<file path="src/rtl/instr_encoder.sv">
// RV32I instruction encoder: packs request fields into an instruction word,
// validates the immediate, and streams {address, instruction} pairs to IMEM.
module instr_encoder #(
  parameter logic [31:0] BASE_ADDR = 32'h0000_0000,
  parameter int unsigned DEPTH     = 1024
) (
  input  logic        clk,
  input  logic        n_rst,
  input  logic        clear,
  input  logic        in_valid,
  output logic        in_ready,
  input  logic [6:0]  opcode,
  input  logic [4:0]  rd,
  input  logic [4:0]  rs1,
  input  logic [4:0]  rs2,
  input  logic [2:0]  funct3,
  input  logic [6:0]  funct7,
  input  logic [31:0] imm,
  output logic        out_valid,
  input  logic        out_ready,
  output logic [31:0] out_addr,
  output logic [31:0] out_instr,
  output logic        err_valid,
  output logic [1:0]  err_code
);

  localparam int unsigned ADDR_W = 32;
  localparam int unsigned INSN_W = 32;
  localparam int unsigned CNT_W  = 2;

  localparam logic [ADDR_W-1:0] LAST_ADDR = BASE_ADDR + ADDR_W'(4 * (DEPTH - 1));

  localparam logic [6:0] OP_R    = 7'b0110011;
  localparam logic [6:0] OP_I    = 7'b0010011;
  localparam logic [6:0] OP_JALR = 7'b1100111;
  localparam logic [6:0] OP_S    = 7'b0100011;
  localparam logic [6:0] OP_SB   = 7'b1100011;
  localparam logic [6:0] OP_UJ   = 7'b1101111;
  localparam logic [6:0] OP_U    = 7'b0110111;

  localparam logic [1:0] ERR_NONE  = 2'b00;
  localparam logic [1:0] ERR_OP    = 2'b01;
  localparam logic [1:0] ERR_RANGE = 2'b10;
  localparam logic [1:0] ERR_ALIGN = 2'b11;

  typedef struct packed {
    logic [ADDR_W-1:0] addr;
    logic [INSN_W-1:0] instr;
  } entry_t;

  entry_t             head_q, head_d;
  entry_t             tail_q, tail_d;
  logic [CNT_W-1:0]   cnt_q, cnt_d;
  logic [CNT_W-1:0]   cnt_mid;
  logic [ADDR_W-1:0]  addr_q, addr_d;
  logic               in_ready_q, in_ready_d;
  logic               out_valid_q, out_valid_d;
  logic               err_valid_q, err_valid_d;
  logic [1:0]         err_code_q, err_code_d;

  logic [INSN_W-1:0]  enc_instr;
  logic [1:0]         enc_err;
  logic               fits12, fits13, fits21;
  logic               accept, push, pop;
  entry_t             new_entry;

  // Range test: upper bits must all replicate the sign bit of the N-bit field
  assign fits12 = (imm[31:11] == '0) || (imm[31:11] == '1);
  assign fits13 = (imm[31:12] == '0) || (imm[31:12] == '1);
  assign fits21 = (imm[31:20] == '0) || (imm[31:20] == '1);

  // Format-specific bit placement and error classification (opcode > range > align)
  always_comb begin
    enc_instr = '0;
    enc_err   = ERR_NONE;
    case (opcode)
      OP_R: begin
        enc_instr = {funct7, rs2, rs1, funct3, rd, opcode};
      end
      OP_I, OP_JALR: begin
        enc_instr = {imm[11:0], rs1, funct3, rd, opcode};
        if (!fits12) enc_err = ERR_RANGE;
      end
      OP_S: begin
        enc_instr = {imm[11:5], rs2, rs1, funct3, imm[4:0], opcode};
        if (!fits12) enc_err = ERR_RANGE;
      end
      OP_SB: begin
        enc_instr = {imm[12], imm[10:5], rs2, rs1, funct3, imm[4:1], imm[11], opcode};
        if (!fits13)      enc_err = ERR_RANGE;
        else if (imm[0])  enc_err = ERR_ALIGN;
      end
      OP_UJ: begin
        enc_instr = {imm[20], imm[10:1], imm[11], imm[19:12], rd, opcode};
        if (!fits21)      enc_err = ERR_RANGE;
        else if (imm[0])  enc_err = ERR_ALIGN;
      end
      OP_U: begin
        enc_instr = {imm[31:12], rd, opcode};
        if (imm[11:0] != '0) enc_err = ERR_ALIGN;
      end
      default: begin
        enc_err = ERR_OP;
      end
    endcase
  end

  assign accept    = in_valid && in_ready_q && !clear;
  assign push      = accept && (enc_err == ERR_NONE);
  assign pop       = out_valid_q && out_ready;
  assign new_entry = '{addr: addr_q, instr: enc_instr};

  // FIFO, address counter and error reporting next-state
  always_comb begin
    head_d      = head_q;
    tail_d      = tail_q;
    cnt_d       = cnt_q;
    cnt_mid     = cnt_q;
    addr_d      = addr_q;
    err_valid_d = 1'b0;
    err_code_d  = err_code_q;
    if (clear) begin
      cnt_d  = '0;
      addr_d = BASE_ADDR;
    end else begin
      cnt_mid = cnt_q - CNT_W'(pop);
      if (pop && (cnt_q == CNT_W'(2))) head_d = tail_q;
      if (push) begin
        if (cnt_mid == '0) head_d = new_entry;
        else               tail_d = new_entry;
        addr_d = (addr_q == LAST_ADDR) ? BASE_ADDR : addr_q + ADDR_W'(4);
      end
      cnt_d = cnt_mid + CNT_W'(push);
      if (accept && (enc_err != ERR_NONE)) begin
        err_valid_d = 1'b1;
        err_code_d  = enc_err;
      end
    end
    in_ready_d  = (cnt_d < CNT_W'(2));
    out_valid_d = (cnt_d != '0);
  end

  always_ff @(posedge clk or negedge n_rst) begin
    if (!n_rst) begin
      head_q      <= '0;
      tail_q      <= '0;
      cnt_q       <= '0;
      addr_q      <= BASE_ADDR;
      in_ready_q  <= 1'b1;
      out_valid_q <= 1'b0;
      err_valid_q <= 1'b0;
      err_code_q  <= ERR_NONE;
    end else begin
      head_q      <= head_d;
      tail_q      <= tail_d;
      cnt_q       <= cnt_d;
      addr_q      <= addr_d;
      in_ready_q  <= in_ready_d;
      out_valid_q <= out_valid_d;
      err_valid_q <= err_valid_d;
      err_code_q  <= err_code_d;
    end
  end

  assign in_ready  = in_ready_q;
  assign out_valid = out_valid_q;
  assign out_addr  = head_q.addr;
  assign out_instr = head_q.instr;
  assign err_valid = err_valid_q;
  assign err_code  = err_code_q;

endmodule

</file>
<file path="config.mk">
export PLATFORM = sky130hd
export DESIGN_NAME = instr_encoder
export DESIGN_NICKNAME = d
export VERILOG_FILES = /design/src/rtl/instr_encoder.sv
export SDC_FILE = /design/constraint.sdc
export NUM_CORES = 1
export LEC_CHECK = 0
export BUFFER_PORTS_ARGS = -buffer_cell sky130_fd_sc_hd__buf_2
export CELL_PAD_IN_SITES_DETAIL_PLACEMENT = 0
export CELL_PAD_IN_SITES_GLOBAL_PLACEMENT = 2
export CORE_ASPECT_RATIO = 1.25
export CORE_MARGIN = 5
export CORE_UTILIZATION = 39
export DETAILED_ROUTE_END_ITERATION = 10
export PLACE_DENSITY = 0.88
export SETUP_SLACK_MARGIN = 0.02
export SLEW_MARGIN = 20
export SYNTH_ARGS = -nofsm -noshare
export SYNTH_HDL_FRONTEND = slang
export SYNTH_SLANG_ARGS = --single-unit
</file>
<file path="constraint.sdc">
create_clock -name clk -period 4.2 [get_ports clk]
set_input_delay 0.21 -clock clk [delete_from_list [all_inputs] [get_ports clk]]
set_output_delay 0.21 -clock clk [all_outputs]
set_load 0.05 [all_outputs]
</file>
==> results of run 1 <==
-- cell usage after synthesis, types with 6 or more instances --
cell type	instances
sky130_fd_sc_hd__a21oi_1	37
sky130_fd_sc_hd__a22o_1	9
sky130_fd_sc_hd__a22oi_1	9
sky130_fd_sc_hd__a31oi_1	20
sky130_fd_sc_hd__and3_1	11
sky130_fd_sc_hd__buf_2	18
sky130_fd_sc_hd__clkbuf_1	24
sky130_fd_sc_hd__dfrtp_1	162
sky130_fd_sc_hd__inv_1	17
sky130_fd_sc_hd__mux2_1	7
sky130_fd_sc_hd__mux2_2	53
sky130_fd_sc_hd__mux2i_1	60
sky130_fd_sc_hd__nand2_1	96
sky130_fd_sc_hd__nand3_1	27
sky130_fd_sc_hd__nand4_1	14
sky130_fd_sc_hd__nor2_1	46
sky130_fd_sc_hd__nor3_1	7
sky130_fd_sc_hd__nor4_1	20
sky130_fd_sc_hd__o211ai_1	9
sky130_fd_sc_hd__o21ai_0	58
sky130_fd_sc_hd__xnor2_1	6
-- cell usage in the layout (no fill, tap or decap), types with 10 or more instances in the layout --
master / netlist / final
sky130_fd_sc_hd__a21oi_1: 37 / 37
sky130_fd_sc_hd__dfrtp_1: 162 / 162
sky130_fd_sc_hd__and3_1: 11 / 11
sky130_fd_sc_hd__nor2_1: 46 / 46
sky130_fd_sc_hd__buf_4: 5 / 10
sky130_fd_sc_hd__mux2_2: 53 / 53
sky130_fd_sc_hd__nor4_1: 20 / 20
sky130_fd_sc_hd__nand4_1: 14 / 14
sky130_fd_sc_hd__inv_1: 17 / 17
sky130_fd_sc_hd__nand2_1: 96 / 95
sky130_fd_sc_hd__clkbuf_16: 0 / 17
sky130_fd_sc_hd__a31oi_1: 20 / 20
sky130_fd_sc_hd__o21ai_0: 58 / 58
sky130_fd_sc_hd__mux2i_1: 60 / 60
sky130_fd_sc_hd__nand3_1: 27 / 27
sky130_fd_sc_hd__buf_2: 18 / 136
-- timing repair --
item | 4_1_cts | 5_1_grt
hold buffers | 1 | 0
hold endpoints to repair | 97 | 0
buffers inserted | 0 | 0
-- final cells by class --
cell class / count / share of cell area, %
sequential: 163 / 42.2
clock inverter: 14 / 1.46
clock buffer: 18 / 4.54
timing repair buffer: 150 / 8.44
multi-input combinational: 563 / 39.2
tap: 274 / 3.54
inverter: 17 / 0.660
-- cells by family (layout without fill, tap and decap cells) --
kind of cell,count (synthesis),count (layout),share of synthesized area (%)
xor+xnor,6,6,0.643
simple gates,260,260,15.6
flops,163,163,49.9
mux,120,120,15.6
fa+ha+maj,3,3,0.459
compound gates,174,174,13.9
buf+inv,70,199,3.93
-- final timing paths --
check	startpoint	to	slack (ps)	cells past startpoint
max in group asynchronous	n_rst	in_ready	2660	3
max reg2reg	addr_q[2]	addr_q[30]	1360	8
min	imm[10]	out_instr[30]	100	3
max	imm[25]	out_valid	1320	10
min in group asynchronous	n_rst	out_addr[14]	450	2
min reg2reg	tail_q[0]	tail_q[0]	470	1
-- registers in the layout, indices dropped and copies added (netlist names) --
register   count
in_ready       1
err_code       2
err_valid      1
out_valid      1
addr_q        30
cnt_q          2
out_instr     32
out_addr      32
tail_q        62
-- power by group --
part	switching [W]	internal, W	total [W]
logic	0.000622	0.000241	0.000863
clock network	0.000679	0.000849	0.00153
registers	0.0000767	0.00171	0.00179
total	0.00138	0.00280	0.00418
-- routing by layer --
metal	track usage [%]	wire [um]	vias up
met2	31.5	10500	165
met5	0	0	-
li1	-	-	3135
met3	4.34	1110	24
met4	5.62	373	0
met1	22.3	9030	3152
-- stage by stage --
stage                     instance area (um^2)  hold WS [ps]  cells
after floorplan                           8180         -85.6    796
after global placement                    9080           391   1166
after detailed placement                  9080           391   1166
after CTS                                 9680          82.9   1199
after global routing                      9680           104   1199
final                                     9680          96.2   1199
-- worst max-delay path, stage by stage --
cell,delay [ps]
sky130_fd_sc_hd__buf_2,110
sky130_fd_sc_hd__nor4_1,500
sky130_fd_sc_hd__nand3_1,230
sky130_fd_sc_hd__or3_1,390
sky130_fd_sc_hd__a32o_1,330
sky130_fd_sc_hd__nor3_4,210
sky130_fd_sc_hd__buf_4,560
sky130_fd_sc_hd__ha_1,340
sky130_fd_sc_hd__nor2b_1,140
sky130_fd_sc_hd__nand2b_1,150
==> run summary, run 1 <==
Clock-pin slew was measured on the worst setup and hold paths at 70 ps. The required time reported for the critical path endpoint came out at 4510 ps. After detailed routing, the total wire length is 21,100 um. The clock skew came out at 15.1 ps.

The post-CTS resize count is 0. The worst path uses 68.5% of the clock period. The leakage power total is 4.93 nW. The post-synthesis register bit count came out at 163.

For this run, the post-layout net count is 984. The area taken by flip-flops and latches is 4080 um^2. The standard-cell row count is 59. The hold violation count in the final report is 0.

STA classifies the critical path startpoint as an input pin. Once detailed placement completed, the half-perimeter wirelength came to 14,700 um. The initial antenna violation count is 0. Relative to the synthesized area, the layout overhead comes to 18.4%. The clock latency reported for the late side of the worst-skew pair is 430 ps.

The utilization of the core after routing is 46.6%. STA classifies the critical path endpoint as a register. The die outline width is 140 um. The total congestion overflow came out at 0. The aggregate global-route resource usage came out at 18.1%. The number of antenna diodes in the final layout is 0. The post-place setup slack is 877 ps.

Once routing completed, OpenROAD measured the worst setup slack at 1320 ps. The cell count after synthesis is 796. The share of layout cells above drive strength 1 is 26.7%. The average wire per cell in the routed design came out at 17.6 um.

The number of clock buffers added by TritonCTS is 17. The first global-routing pass estimated 35,100 um of wire. The initial core utilization is 39.4%. Setup repair after global routing left no endpoint under its margin. The setup path with the least slack is of type in -> reg. The final sum of negative setup slack is 0 ps. The library cell with the largest summed area after synthesis is sky130_fd_sc_hd__dfrtp_1. The power per unit of standard cell area is 432 nW/um^2. The proportion of netlist area held by the largest area contributor is 49.6%.

Entering global routing, the biggest net connects 121 pins. The final critical-path required period is 2880 ps. The number of input and output port buffers inserted is 137. The max-slew violation count came out at 0. The number of violations of the max-capacitance limit came out at 0. Synthesis instantiated 64 different standard cells from the library.

In this run the cell area of the synthesized design comes to 8180 um^2. The H-tree was split into 4 levels. The total design power came out at 0.00418 W.

The number of global-route vias before repair came out at 6,715. The count of yosys warnings during synthesis came out at 0. The overall die height came out at 172 um. The number of violations reported at the end of detailed-routing iteration 0 came out at 430. Once detail routing completed, the nets flagged for antenna violations numbered 0. Using the TritonRoute via totals, the vias-per-cell ratio works out to 5.40. The sink count of the clock tree came out at 163. The number of enable flip-flop cells after synthesis came out at 0. For this run, the leading register cell type out of synthesis is sky130_fd_sc_hd__dfrtp_1.

The count of pins on the block boundary came out at 138. Fill cells in the final layout number 1,984. Before antenna repair, the detailed router went through 6 iterations. TritonCTS built the clock tree.

IR analysis of the VDD net gives a maximum drop of 0.000274 V. The relative slew slack came out at 37.5%. By area the synthesized netlist is led by sky130_fd_sc_hd__dfrtp_1 (50%), sky130_fd_sc_hd__mux2i_1 (7.3%), sky130_fd_sc_hd__mux2_2 (7.3%). The DRC violation count after routing is 0. The flow ran to the end, and the final reports show no timing, DRC or antenna violations. The routed layout has 6,476 vias.

The tree is rooted in a sky130_fd_sc_hd__clkbuf_16. The area of the die came out at 24,000 um^2. The mean instance size in the synthesized netlist is 10.3 um^2. The routability-driven placement congestion ratio is 0.869. The sequential fraction of the synthesis area came out at 49.9%. When the netlist entered floorplanning its net count stood at 868.

Along the worst path, the maximum fanout reaches 65. The maximum count of clock buffers along a single path came out at 2. The setup-violating endpoint count in the final report is 0. The footprint of the multi-input gates came out at 3790 um^2. The slew of the pin with the lowest slew margin came out at 937 ps. The share of flip-flops with an asynchronous set or reset after synthesis came out at 100%. The classification of the worst-slack hold path is in -> reg. The highest clock rate came out at 348 MHz.

The core area is 20,700 um^2. The signal arrival time at the worst endpoint came out at 3180 ps.
No activity file was read; power rests on OpenSTA's default activity.
==> run 2: changes to the inputs <==
- CORE_UTILIZATION: 39 -> 36
- PLACE_DENSITY: 0.88 -> 0.82
- clock period: 4.2 -> 2.7 ns (I/O delays scaled with it)
==> run 2 against run 1 <==
Sequential cell count did not move. Largest power group unchanged. Clock power rose by 58%. Global-route usage fell by 0.11 points. Non-clock buffer count rose by 51. Critical endpoint is now addr_q[30]. Combinational power rose by 61%. Die area rose by 7.8%.
==> run summary, run 2 (synthesized netlist as in run 1, its figures left out) <==
The run finished with clean final reports. The total congestion overflow came out at 0. The final critical-path required period is 2500 ps. The antenna diode count is 0. The worst hold path begins at imm[5].

The tightest min-delay check is of the in -> reg type. The instance count along the most critical hold path came out at 3. The hold violation count in the final report is 0.

More flip-flops sit in one register than any other, and that register is tail_q. The aggregate global-route resource usage is 17.9%. The number of nets in the layout is 1,035.

The share of the cycle needed by the critical path after routing came out at 92.4%. The clock skew is 9.85 ps. The core area came out at 22,300 um^2. Once detail routing completed, the nets flagged for antenna violations numbered 0. The number of input and output port buffers inserted is 137. In this run the critical register-to-register path is launched from addr_q[2]. The final sum of negative setup slack is 0 ps.

The worst pin sits at a relative slew slack of 54.0%. The first-pass detailed-route iteration total is 5. Clock-pin slew was measured on the worst setup and hold paths at 70 ps.

The DRC violation count after routing is 0. Setup repair after global routing left no endpoint under its margin. The cell at the root of the clock tree is sky130_fd_sc_hd__clkbuf_16. The worst setup path is captured at a register. The initial antenna violation count is 0. The mean number of vias per cell is 5.33. Static timing analysis puts the maximum clock frequency at 401 MHz. The final wirelength came out at 22,400 um. The worst register-to-register path ends at addr_q[30].

The first global-routing pass estimated 36,300 um of wire. The number of global-route vias before repair is 6,793. The number of violations reported at the end of detailed-routing iteration 0 is 423. The register-to-register setup slack came out at 200 ps. The die covers 25,800 um^2. Counting both buffers and inverters, the worst setup path holds a total of 0. The number of setup buffers added after CTS is 0. The overall die height came out at 178 um. TritonCTS built the clock tree.

The count of cells along the worst register-to-register path is 8. The cell family contributing the most delay on the critical path is simple AND/OR/NAND/NOR gates. In this run the cell area measured after placement is 9560 um^2. The pin count of the biggest net entering global routing came out at 67.

The initial core utilization is 36.7%. The hold-critical path endpoint is out_instr[25]. The number of violations of the max-capacitance limit is 0. The highest-delay cell along the critical path is sky130_fd_sc_hd__or4_1. In the final layout, the share of cells above drive strength 1 is 30.8%. Routability-driven placement finished with a final weighted congestion of 0.882. The standard-cell row count is 61.

The slew of the pin with the lowest slew margin came out at 690 ps. The library cell used most frequently in the layout, excluding fill and tap cells, is sky130_fd_sc_hd__dfrtp_1. Counting every sink on the clock net gives 163.

Across all layers, the routed design uses 6,716 vias. The die outline width is 145 um. The clock latency reported for the late side of the worst-skew pair came out at 430 ps. The leakage power total came out at 5.23 nW. The type of element launching the critical path is a register.

The critical path is of the reg -> reg type. The number of flip-flops under the largest register name came out at 62. Clock tree synthesis inserted a total of 17 buffers.

IR analysis of the VDD net gives a maximum drop of 0.000420 V. The power per unit of standard cell area is 648 nW/um^2. The required time reported for the critical path endpoint is 3010 ps.

In this run the count of I/O pins placed on the die edge is 138. The maximum count of clock buffers along a single path came out at 2. The average wire per cell in the routed design is 17.8 um.

The signal on the critical path passes through ha_1 -> and4_1 -> nand2_1 -> or3_1 -> or4_1 -> nor4_2 -> xnor2_1 -> o21ai_1. The clock tree synthesis step divided the H-tree into 4 levels. The max-slew violation count is 0. The post-detailed-placement half-perimeter wirelength came out at 16,100 um. The area growth from synthesis to layout is 24.2%. The setup-violating endpoint count in the final report came out at 0. The largest fanout of any net on the critical path is 4. The total non-filler cell area in the finished layout came out at 10,200 um^2. The signal arrival time at the worst endpoint came out at 2810 ps. The longest individual stage delay on the worst path came out at 540 ps. In the layout the commonest cells are sky130_fd_sc_hd__dfrtp_1 (162), sky130_fd_sc_hd__buf_2 (136), sky130_fd_sc_hd__nand2_1 (95).
[run 2: changes by cell type in the layout (fill, tap and decap cells not counted), sizes merged]
| cell | previous run | this run |
|---|---|---|
| buf | 149 | 200 |
| clkbuf | 18 | 19 |
| clkinv | 4 | 2 |
| clkinvlp | 2 | 1 |
| inv | 24 | 26 |
[run 2: where the power goes]
| part | leakage (nW) | switching [W] | total [W] | internal [W] |
|---|---|---|---|---|
| Clock | 0.284 | 0.00108 | 0.00241 | 0.00133 |
| Sequential | 2.23 | 0.000119 | 0.00279 | 0.00267 |
| Combinational | 2.72 | 0.000989 | 0.00139 | 0.000399 |
| Total | 5.23 | 0.00219 | 0.00659 | 0.00440 |
[run 2: worst reg2reg max path, delay by kind of cell, from the launching register on]
kind | cells | cell delay [ps]
AO/OA/AOI/OAI | 1 | 70
flip-flops | 1 | 350
AND/OR/NAND/NOR | 5 | 1620
XOR/XNOR | 1 | 170
adder cells (fa/ha/maj) | 1 | 180
[run 2: per-layer routing]
metal,global-route usage [%],wire [um]
met1,23.5,9720
met4,5.83,481
met2,29.2,11100
met5,0,0
met3,4.29,1180
[run 2: how the worst max path moves through the flow]
stage	endpoint	cells after the start	from	slack, ps
2_1_floorplan	out_valid	12	opcode[5]	40
3_3_place_gp	out_instr[4]	10	imm[1]	20
3_5_place_dp	tail_q[39]	9	imm[1]	-10
4_1_cts	addr_q[30]	8	addr_q[2]	110
5_1_grt	addr_q[30]	8	addr_q[2]	50
6_report	addr_q[30]	8	addr_q[2]	200
[run 2: layout make-up]
class | instances | area, um^2
Tap cell | 283 | 354
Multi-Input combinational cell | 563 | 3810
Clock buffer | 19 | 443
Timing Repair Buffer | 201 | 1260
Fill cell | 2198 | 12100
Clock inverter | 13 | 139
Inverter | 17 | 63.8
Sequential cell | 163 | 4080
[run 2: what timing repair did]
item	in CTS	in global routing
setup endpoints to repair	0	1
hold endpoints to repair	62	0
hold buffers	1	0
gates resized for setup	0	1
[run 2: per-stage QoR]
step / util, % / std cells / setup WS (ps) / power, W / hold slack [ps]
2_1_floorplan: - / 796 / 35.6 / 0.00377 / -161
3_3_place_gp: 42.9 / 1226 / 20.6 / 0.00423 / 189
3_5_place_dp: 42.9 / 1226 / -12.7 / 0.00424 / 196
4_1_cts: 45.5 / 1259 / 109 / 0.00668 / 2.67
5_1_grt: 45.6 / 1259 / 50.9 / 0.00688 / 14.3
6_report: 45.6 / 1259 / 204 / 0.00659 / 28.0
